### config.mk
export PLATFORM = sky130hd
export DESIGN_NAME = serial_4bits_subtractor
export DESIGN_NICKNAME = d
export VERILOG_FILES = /design/src/rtl/serial_4bits_subtractor.sv
export SDC_FILE = /design/constraint.sdc
export NUM_CORES = 1
export LEC_CHECK = 0
export BUFFER_PORTS_ARGS = -buffer_cell sky130_fd_sc_hd__buf_4
export CORE_MARGIN = 2
export CORE_UTILIZATION = 45
export CTS_BUF_LIST = sky130_fd_sc_hd__clkbuf_2
export CTS_CLUSTER_SIZE = 24
export DETAILED_ROUTE_END_ITERATION = 7
export HOLD_SLACK_MARGIN = 0.05
export PLACE_DENSITY_LB_ADDON = 0.15
export SYNTH_ARGS = -nofsm -noshare
export SYNTH_HDL_FRONTEND = slang
export SYNTH_SLANG_ARGS = --single-unit
### constraint.sdc
create_clock -name clk -period 1.9 [get_ports clk]
set_clock_uncertainty 0.15 [all_clocks]
set_input_delay 0.38 -clock clk [delete_from_list [all_inputs] [get_ports clk]]
set_output_delay 0.38 -clock clk [all_outputs]
set_load 0.02 [all_outputs]
### src/rtl/serial_4bits_subtractor.sv
// rtl/serial_4bits_subtractor.sv - bit-serial 4-bit subtractor D = X - Y - Bin, LSB first
//
// Purpose: computes one difference bit per clock over four cycles (S0..S3),
// with a start/busy/done handshake. Results are held until the next completion.
//
// Ports:
//   clk    - rising-edge clock
//   rst    - synchronous active-high reset
//   start  - operation request, sampled only in IDLE or DONE
//   X, Y   - 4-bit minuend / subtrahend, captured on the accepted start edge
//   Bin    - borrow-in, captured on the accepted start edge
//   busy   - high while bits are processed (S0..S3)
//   done   - one-cycle pulse while in DONE
//   D      - registered 4-bit difference (modulo 16)
//   Bout   - registered unsigned borrow-out
//   V      - registered two's-complement overflow
module serial_4bits_subtractor (
  input  logic       clk,
  input  logic       rst,
  input  logic       start,
  input  logic [3:0] X,
  input  logic [3:0] Y,
  input  logic       Bin,
  output logic       busy,
  output logic       done,
  output logic [3:0] D,
  output logic       Bout,
  output logic       V
);

  typedef enum logic [2:0] {
    ST_IDLE = 3'd0,
    ST_S0   = 3'd1,
    ST_S1   = 3'd2,
    ST_S2   = 3'd3,
    ST_S3   = 3'd4,
    ST_DONE = 3'd5
  } state_t;

  state_t     state_q, state_d;
  logic [3:0] x_q, x_d;        // minuend shift register, LSB consumed first
  logic [3:0] y_q, y_d;        // subtrahend shift register
  logic [3:0] dsh_q, dsh_d;    // difference shift register, filled from the top
  logic       b_q, b_d;        // running borrow
  logic       xmsb_q, xmsb_d;  // operand sign bits kept for the overflow term
  logic       ymsb_q, ymsb_d;
  logic       busy_q, busy_d;
  logic       done_q, done_d;
  logic [3:0] res_q, res_d;
  logic       bout_q, bout_d;
  logic       v_q, v_d;

  logic       diff_bit;
  logic       borrow_next;
  logic [3:0] dsh_shifted;

  assign diff_bit    = x_q[0] ^ y_q[0] ^ b_q;
  assign borrow_next = (~x_q[0] & y_q[0]) | (~(x_q[0] ^ y_q[0]) & b_q);
  // After the fourth shift the register holds the full difference, bit 0 at the bottom.
  assign dsh_shifted = {diff_bit, dsh_q[3:1]};

  always_comb begin
    state_d = state_q;
    x_d     = x_q;
    y_d     = y_q;
    dsh_d   = dsh_q;
    b_d     = b_q;
    xmsb_d  = xmsb_q;
    ymsb_d  = ymsb_q;
    busy_d  = 1'b0;
    done_d  = 1'b0;
    res_d   = res_q;
    bout_d  = bout_q;
    v_d     = v_q;

    case (state_q)
      ST_IDLE, ST_DONE: begin
        state_d = ST_IDLE;
        if (start) begin
          x_d     = X;
          y_d     = Y;
          b_d     = Bin;
          xmsb_d  = X[3];
          ymsb_d  = Y[3];
          dsh_d   = 4'h0;
          state_d = ST_S0;
          busy_d  = 1'b1;
        end
      end
      ST_S0, ST_S1, ST_S2: begin
        x_d    = {1'b0, x_q[3:1]};
        y_d    = {1'b0, y_q[3:1]};
        dsh_d  = dsh_shifted;
        b_d    = borrow_next;
        busy_d = 1'b1;
        case (state_q)
          ST_S0:   state_d = ST_S1;
          ST_S1:   state_d = ST_S2;
          default: state_d = ST_S3;
        endcase
      end
      ST_S3: begin
        x_d     = {1'b0, x_q[3:1]};
        y_d     = {1'b0, y_q[3:1]};
        dsh_d   = dsh_shifted;
        b_d     = borrow_next;
        res_d   = dsh_shifted;
        bout_d  = borrow_next;
        // Overflow: operand signs differ and the result sign differs from X.
        v_d     = (xmsb_q ^ ymsb_q) & (diff_bit ^ xmsb_q);
        state_d = ST_DONE;
        done_d  = 1'b1;
      end
      default: begin
        state_d = ST_IDLE;
      end
    endcase
  end

  always_ff @(posedge clk) begin
    if (rst) begin
      state_q <= ST_IDLE;
      x_q     <= 4'h0;
      y_q     <= 4'h0;
      dsh_q   <= 4'h0;
      b_q     <= 1'b0;
      xmsb_q  <= 1'b0;
      ymsb_q  <= 1'b0;
      busy_q  <= 1'b0;
      done_q  <= 1'b0;
      res_q   <= 4'h0;
      bout_q  <= 1'b0;
      v_q     <= 1'b0;
    end else begin
      state_q <= state_d;
      x_q     <= x_d;
      y_q     <= y_d;
      dsh_q   <= dsh_d;
      b_q     <= b_d;
      xmsb_q  <= xmsb_d;
      ymsb_q  <= ymsb_d;
      busy_q  <= busy_d;
      done_q  <= done_d;
      res_q   <= res_d;
      bout_q  <= bout_d;
      v_q     <= v_d;
    end
  end

  assign busy = busy_q;
  assign done = done_q;
  assign D    = res_q;
  assign Bout = bout_q;
  assign V    = v_q;

endmodule
==> impl_metrics.csv, run 1 <==
group,metric,value,unit
status,status,"finished clean",
placed_design,dp_hpwl,1610,µm
synthesis,yosysSeqAreaShare,42.6,%
cts,h-tree-depth,1,
timing,hold_viol_final,0,
synthesis,ys_ff_latch,25,
timing,tns,0,ns
critical_path,cp_max_fo,2,
critical_path,critical_path.cell_chain,"inv_1, fa_1, mux2_2, a222oi_1, nor2_1",
routing,avgRoutedWirePerCell,12.9,µm
floorplan,start_util,47.5,%
global_routing,antenna_found_initial,0,
synthesis,ys.flop_type,"dfxtp_1",
pwr,p_int,0.000802,W
placed_design,port_buffers,19,
routing,vias,946,
finish,fill_cells,244,
cts,cts_buffer_depth,2,
placed_design,gp_congestion,0.767,
global_routing,grt_max_degree,28,
floorplan,rows,18,
timing,timing.fmax,568,MHz
timing,worst_slew_pin_slew,0.363,ns
timing,fin_crit_sh,92.6,%
min_path,hp-class,"in -> reg",
finish,layout.nets,159,
critical_path,worstSetupEndpointType,"register",
cts,cts_made_buffers,3,
critical_path,crit_arrival,1.88,ns
global_routing,grt-ovfl-total,0,
cts,cts_resized,0,
cts,clk_pin_slew,0.23,ns
critical_path,crit_type,"reg -> reg",
cts,cts_tree,"done",
pwr,swShare,32.5,%
synthesis,syn_avg_cell_area,9.19,µm²
critical_path,slowest_stage,"fa_1",
pwr,p_clk_share,17.5,%
floorplan,die_w,55.1,µm
finish,final_util,54.4,%
routing,post-route-drc-count,0,
synthesis,synth-edff-count,0,
synthesis,syn-num-nets,141,
global_routing,grt_pass1_vias,857,
synthesis,ys_warn_count,0,
timing,max-slew-margin-rel,75.2,%
cts,cts_setup_buffers,0,
finish,multi_input_area,594,µm²
pwr,pwr-share-comb,30.6,%
floorplan,coreArea,2480,µm²
timing,maxSlewViolCount,0,
timing,setup_violations,0,
timing,rsz0062_at_grt,"false",
finish,final_cell_mix,"dfxtp_1, buf_4, nor2_1",
finish,drive_above_1_share,29.0,%
routing,drtIter0Drc,24,
floorplan,ios,20,
synthesis,synthCells,128,
pwr,p_seq_share,51.9,%
finish,seqCellArea,500,µm²
cts,hold_buffers,0,
finish,final_common_cell,"dfxtp_1",
timing,hold_slack,0.125,ns
finish,syn_to_final_growth,14.6,%
routing,drt_wl_total,2270,µm
critical_path,cp-start-kind,"register",
pwr,vdd_drop_max,0.000555,V
pwr,p_per_area,881,nW/µm²
cts,cts-root-buf,"clkbuf_2",
run,max_cap_viol_count,0,
synthesis,ys_async_sr_fraction,0,%
synthesis,synthDistinctLibCells,29,
critical_path,critPathRequiredTime,2.02,ns
cts,clock-sinks,25,
routing,vias_per_cell,5.41,
timing,layout_min_cycle_time,1.76,ns
floorplan,die_y,55.1,µm
global_routing,track_usage,17.2,%
routing,first_pass_iters,4,
global_routing,grt_pass1_wl,3700,µm
finish,n_antenna_cell,0,
floorplan,die_area,3040,µm²
pwr,leakage,0.541,nW
pwr,p_sw,0.000386,W
synthesis,synth_area,1180,µm²
routing,drtAntennaViolNets,0,
cts,clkLatencyLatePin,0.34,ns
critical_path,max_stage_delay,0.47,ns
==> final timing paths <==
path | cells after the start | to | startpoint | slack (ns)
setup / recovery | 5 | dsh_q[3] | y_q[0] | 0.14
hold / removal | 3 | xmsb_q | X[3] | 0.12
setup reg to reg | 5 | dsh_q[3] | y_q[0] | 0.14
hold reg to reg | 2 | D[1] | D[1] | 0.32
==> layer usage <==
| metal | vias to the layer above | track usage (%) | share of wire, % |
|---|---|---|---|
| met1 | 447 | 21.2 | 47 |
| met4 | 0 | 4.07 | 0.49 |
| li1 | 482 | - | - |
| met3 | 2 | 4.84 | 4.2 |
| met2 | 15 | 29.8 | 48 |
| met5 | - | 0 | 0 |
==> final cells by class <==
type,count,area share (%)
well taps,30,2.79
clock inverters,1,0.371
flip-flops and latches,25,37.1
inverters,4,1.11
multi-input cells,88,44.1
clock buffers,3,1.11
repair buffers,24,13.4
==> critical path: cells and delay by family (launching register included) <==
| kind | cells | cell delay, ns |
|---|---|---|
| AOI/OAI and AO/OA | 1 | 0.27 |
| and+or+nand+nor | 1 | 0.06 |
| adders and majority gates | 1 | 0.47 |
| buffers and inverters | 1 | 0.06 |
| DFF | 1 | 0.39 |
| muxes | 1 | 0.27 |
==> logic make-up after synthesis <==
| group | count (synthesis) | synth area share (%) |
|---|---|---|
| xor+xnor | 3 | 2.87 |
| mux | 10 | 8.83 |
| buf+inv | 15 | 6.91 |
| flops | 25 | 42.6 |
| fa+ha+maj | 1 | 1.70 |
| simple gates | 39 | 15.5 |
| compound gates | 35 | 21.6 |
==> flip-flops by register name, summed over array words and instances, names as in the netlist <==
register / count
xmsb_q: 1
V: 1
state_q: 3
x_q: 4
D: 4
Bout: 1
b_q: 1
done: 1
busy: 1
dsh_q: 3
y_q: 4
ymsb_q: 1
==> power groups by stage <==
stage	clock network [W]	logic (W)	registers, W
2_1_floorplan	0	0.000287	0.000616
3_3_place_gp	0	0.000356	0.000624
3_5_place_dp	0	0.000362	0.000627
4_1_cts	0.000215	0.000366	0.000617
5_1_grt	0.000237	0.000401	0.000626
6_report	0.000208	0.000363	0.000617
==> per-stage QoR <==
step           total power, W  cell area [µm²]  setup WS, ns  instances
6_report              0.00119             1350         0.141        175
5_1_grt               0.00126             1350        0.0640        175
4_1_cts               0.00120             1350         0.139        175
3_5_place_dp         0.000990             1330         0.174        171
3_3_place_gp         0.000980             1330         0.213        171
2_1_floorplan        0.000904             1180         0.182        128
==> cell usage after synthesis, drive strengths merged, types with 2 or more instances <==
cell type / number / area (µm²)
dfxtp: 25 / 500
a21oi: 15 / 75.1
o22ai: 2 / 12.5
nand2b: 3 / 18.8
a211oi: 9 / 103
a222oi: 3 / 30.0
nor3: 2 / 10.0
buf: 5 / 43.8
mux2i: 7 / 70.1
and2: 2 / 15.0
o21ai: 5 / 25.0
xnor2: 2 / 25.0
nand2: 12 / 45.0
clkbuf: 6 / 22.5
nor2: 16 / 60.1
mux2: 3 / 33.8
inv: 4 / 15.0
(Power assumes the default switching activity.)
==> run 2: changes to the inputs <==
CORE_UTILIZATION = 57   (was 45)
PLACE_DENSITY_LB_ADDON = 0.12   (was 0.15)
==> run 2 against run 1 <==
Utilization is 15 points higher. Final cell count down 1.1%. Maximum frequency is 1.1% lower. Worst hold slack improved by 0.0044 ns. Combinational power rose by 2%. Critical path depth is the same. Power grew 1.0%. Register-to-register slack worse by 0.02 ns. Setup slack worse by 0.019 ns. Non-clock buffer count up 1. Global-route usage up 3.4 points. Sequential share of layout area about the same. Largest cell class unchanged. Highest routed layer unchanged.
==> impl_metrics.csv, run 2 (same netlist as run 1, synthesis figures left out) <==
group,metric,value,unit
timing,rsz0062_at_grt,"true",
critical_path,worstSetupEndpointType,"register",
routing,vias_per_cell,5.42,
cts,cts_tree,"done",
finish,finalInstanceArea,1350,µm²
finish,n_antenna_cell,0,
finish,final_util,69.0,%
cts,cts_buffer_depth,2,
global_routing,grt_pass1_vias,899,
critical_path,crit_type,"reg -> reg",
global_routing,grt_max_degree,28,
run,max_cap_viol_count,0,
cts,cts_made_buffers,3,
critical_path,rr_endpoint,"dsh_q[3]",
critical_path,critical_path.cell_chain,"inv_1, fa_1, mux2_2, a222oi_1, nor2_1",
min_path,hold_end,"xmsb_q",
timing,hold_viol_final,0,
routing,drtIter0Drc,17,
global_routing,grt_pass1_wl,3870,µm
cts,cts-root-buf,"clkbuf_2",
routing,post-route-drc-count,0,
finish,layout.nets,160,
critical_path,max_stage_delay,0.45,ns
status,status,"finished clean",
finish,syn_to_final_growth,15.1,%
timing,fin_crit_sh,93.6,%
timing,setup_violations,0,
pwr,p_per_area,886,nW/µm²
critical_path,reg2regPathDepth,5,
critical_path,slowest_stage,"fa_1",
cts,clk_pin_slew,0.23,ns
global_routing,grt-ovfl-total,0,
global_routing,track_usage,20.6,%
placed_design,gp_congestion,0.811,
critical_path,crit_arrival,1.89,ns
floorplan,coreArea,1960,µm²
timing,worst_slew_pin_slew,0.488,ns
floorplan,die_y,49.4,µm
floorplan,ios,20,
placed_design,port_buffers,19,
floorplan,die_w,49.4,µm
cts,h-tree-depth,1,
routing,drtAntennaViolNets,0,
pwr,vdd_drop_max,0.000611,V
floorplan,start_util,59.9,%
timing,layout_min_cycle_time,1.78,ns
critical_path,cp_max_fo,2,
routing,vias,937,
cts,clock-sinks,25,
floorplan,die_area,2440,µm²
pwr,leakage,0.547,nW
finish,drive_above_1_share,30.8,%
finish,final_cell_mix,"buf_4, dfxtp_1, nor2_1",
timing,maxSlewViolCount,0,
placed_design,dp_hpwl,1600,µm
cts,clkLatencyLatePin,0.35,ns
critical_path,critPathRequiredTime,2.01,ns
min_path,hp-class,"in -> reg",
global_routing,antenna_found_initial,0,
routing,drt_wl_total,2240,µm
routing,avgRoutedWirePerCell,12.9,µm
floorplan,rows,16,
min_path,hold_start,"X[3]",
critical_path,r2r-start,"y_q[0]",
critical_path,cp-start-kind,"register",
placed_design,place_area,1320,µm²
critical_path,rrSetupSlack,0.12,ns
cts,hold_buffers,0,
finish,final_common_cell,"buf_4",
min_path,whs_path_depth,3,
timing,timing.fmax,562,MHz
timing,max-slew-margin-rel,66.6,%
routing,first_pass_iters,4,
[run 2: layout make-up]
| cell class | count | area, µm² |
|---|---|---|
| Clock buffer | 4 | 20.0 |
| Fill cell | 181 | 608 |
| Inverter | 4 | 15.0 |
| Multi-Input combinational cell | 88 | 594 |
| Sequential cell | 25 | 503 |
| Tap cell | 27 | 33.8 |
| Timing Repair Buffer | 25 | 188 |
[run 2: report_power, final]
part,leakage [nW],total [W],internal [W],switching (W)
Clock,0.0166,0.000211,0.0000556,0.000156
Sequential,0.205,0.000618,0.000578,0.0000401
Combinational,0.325,0.000370,0.000181,0.000189
[run 2: worst max-delay path, delay by kind of cell, from the launching register on]
family	cells	cell delay (ns)
flops	1	0.38
fa+ha+maj	1	0.45
simple gates	1	0.07
compound gates	1	0.31
buf+inv	1	0.05
mux	1	0.28
[run 2: per-layer routing]
layer  track usage, %  part of all wire, %  up-vias
met1             26.0                   46      431
met5                0                    0        -
met2             34.9                   49       17
li1                 -                    -      484
met3             3.68                  3.1        5
met4             8.33                  1.7        0
[run 2: how the worst max path moves through the flow]
stage,to,from
after floorplan,dsh_q[3],y_q[0]
after global placement,dsh_q[3],y_q[0]
after detailed placement,dsh_q[3],y_q[0]
after CTS,dsh_q[3],y_q[0]
after global routing,dsh_q[3],b_q
final,dsh_q[3],y_q[0]
[run 2: repair_timing]
item                                    4_1_cts  5_1_grt
endpoints found under the setup margin        0        1
setup buffers                                 0        1
resized for setup                             0        2
[run 2: through the flow]
step                      total power [W]  cells  TNS (ns)  setup slack (ns)  hold WS, ns
after floorplan                  0.000904    128         0             0.182        0.291
after global placement           0.000975    168         0             0.218        0.292
after detailed placement         0.000990    168         0             0.120        0.299
after CTS                         0.00120    172         0            0.0798        0.115
after global routing              0.00128    173  -0.00878          -0.00878        0.126
final                             0.00120    173         0             0.122        0.129
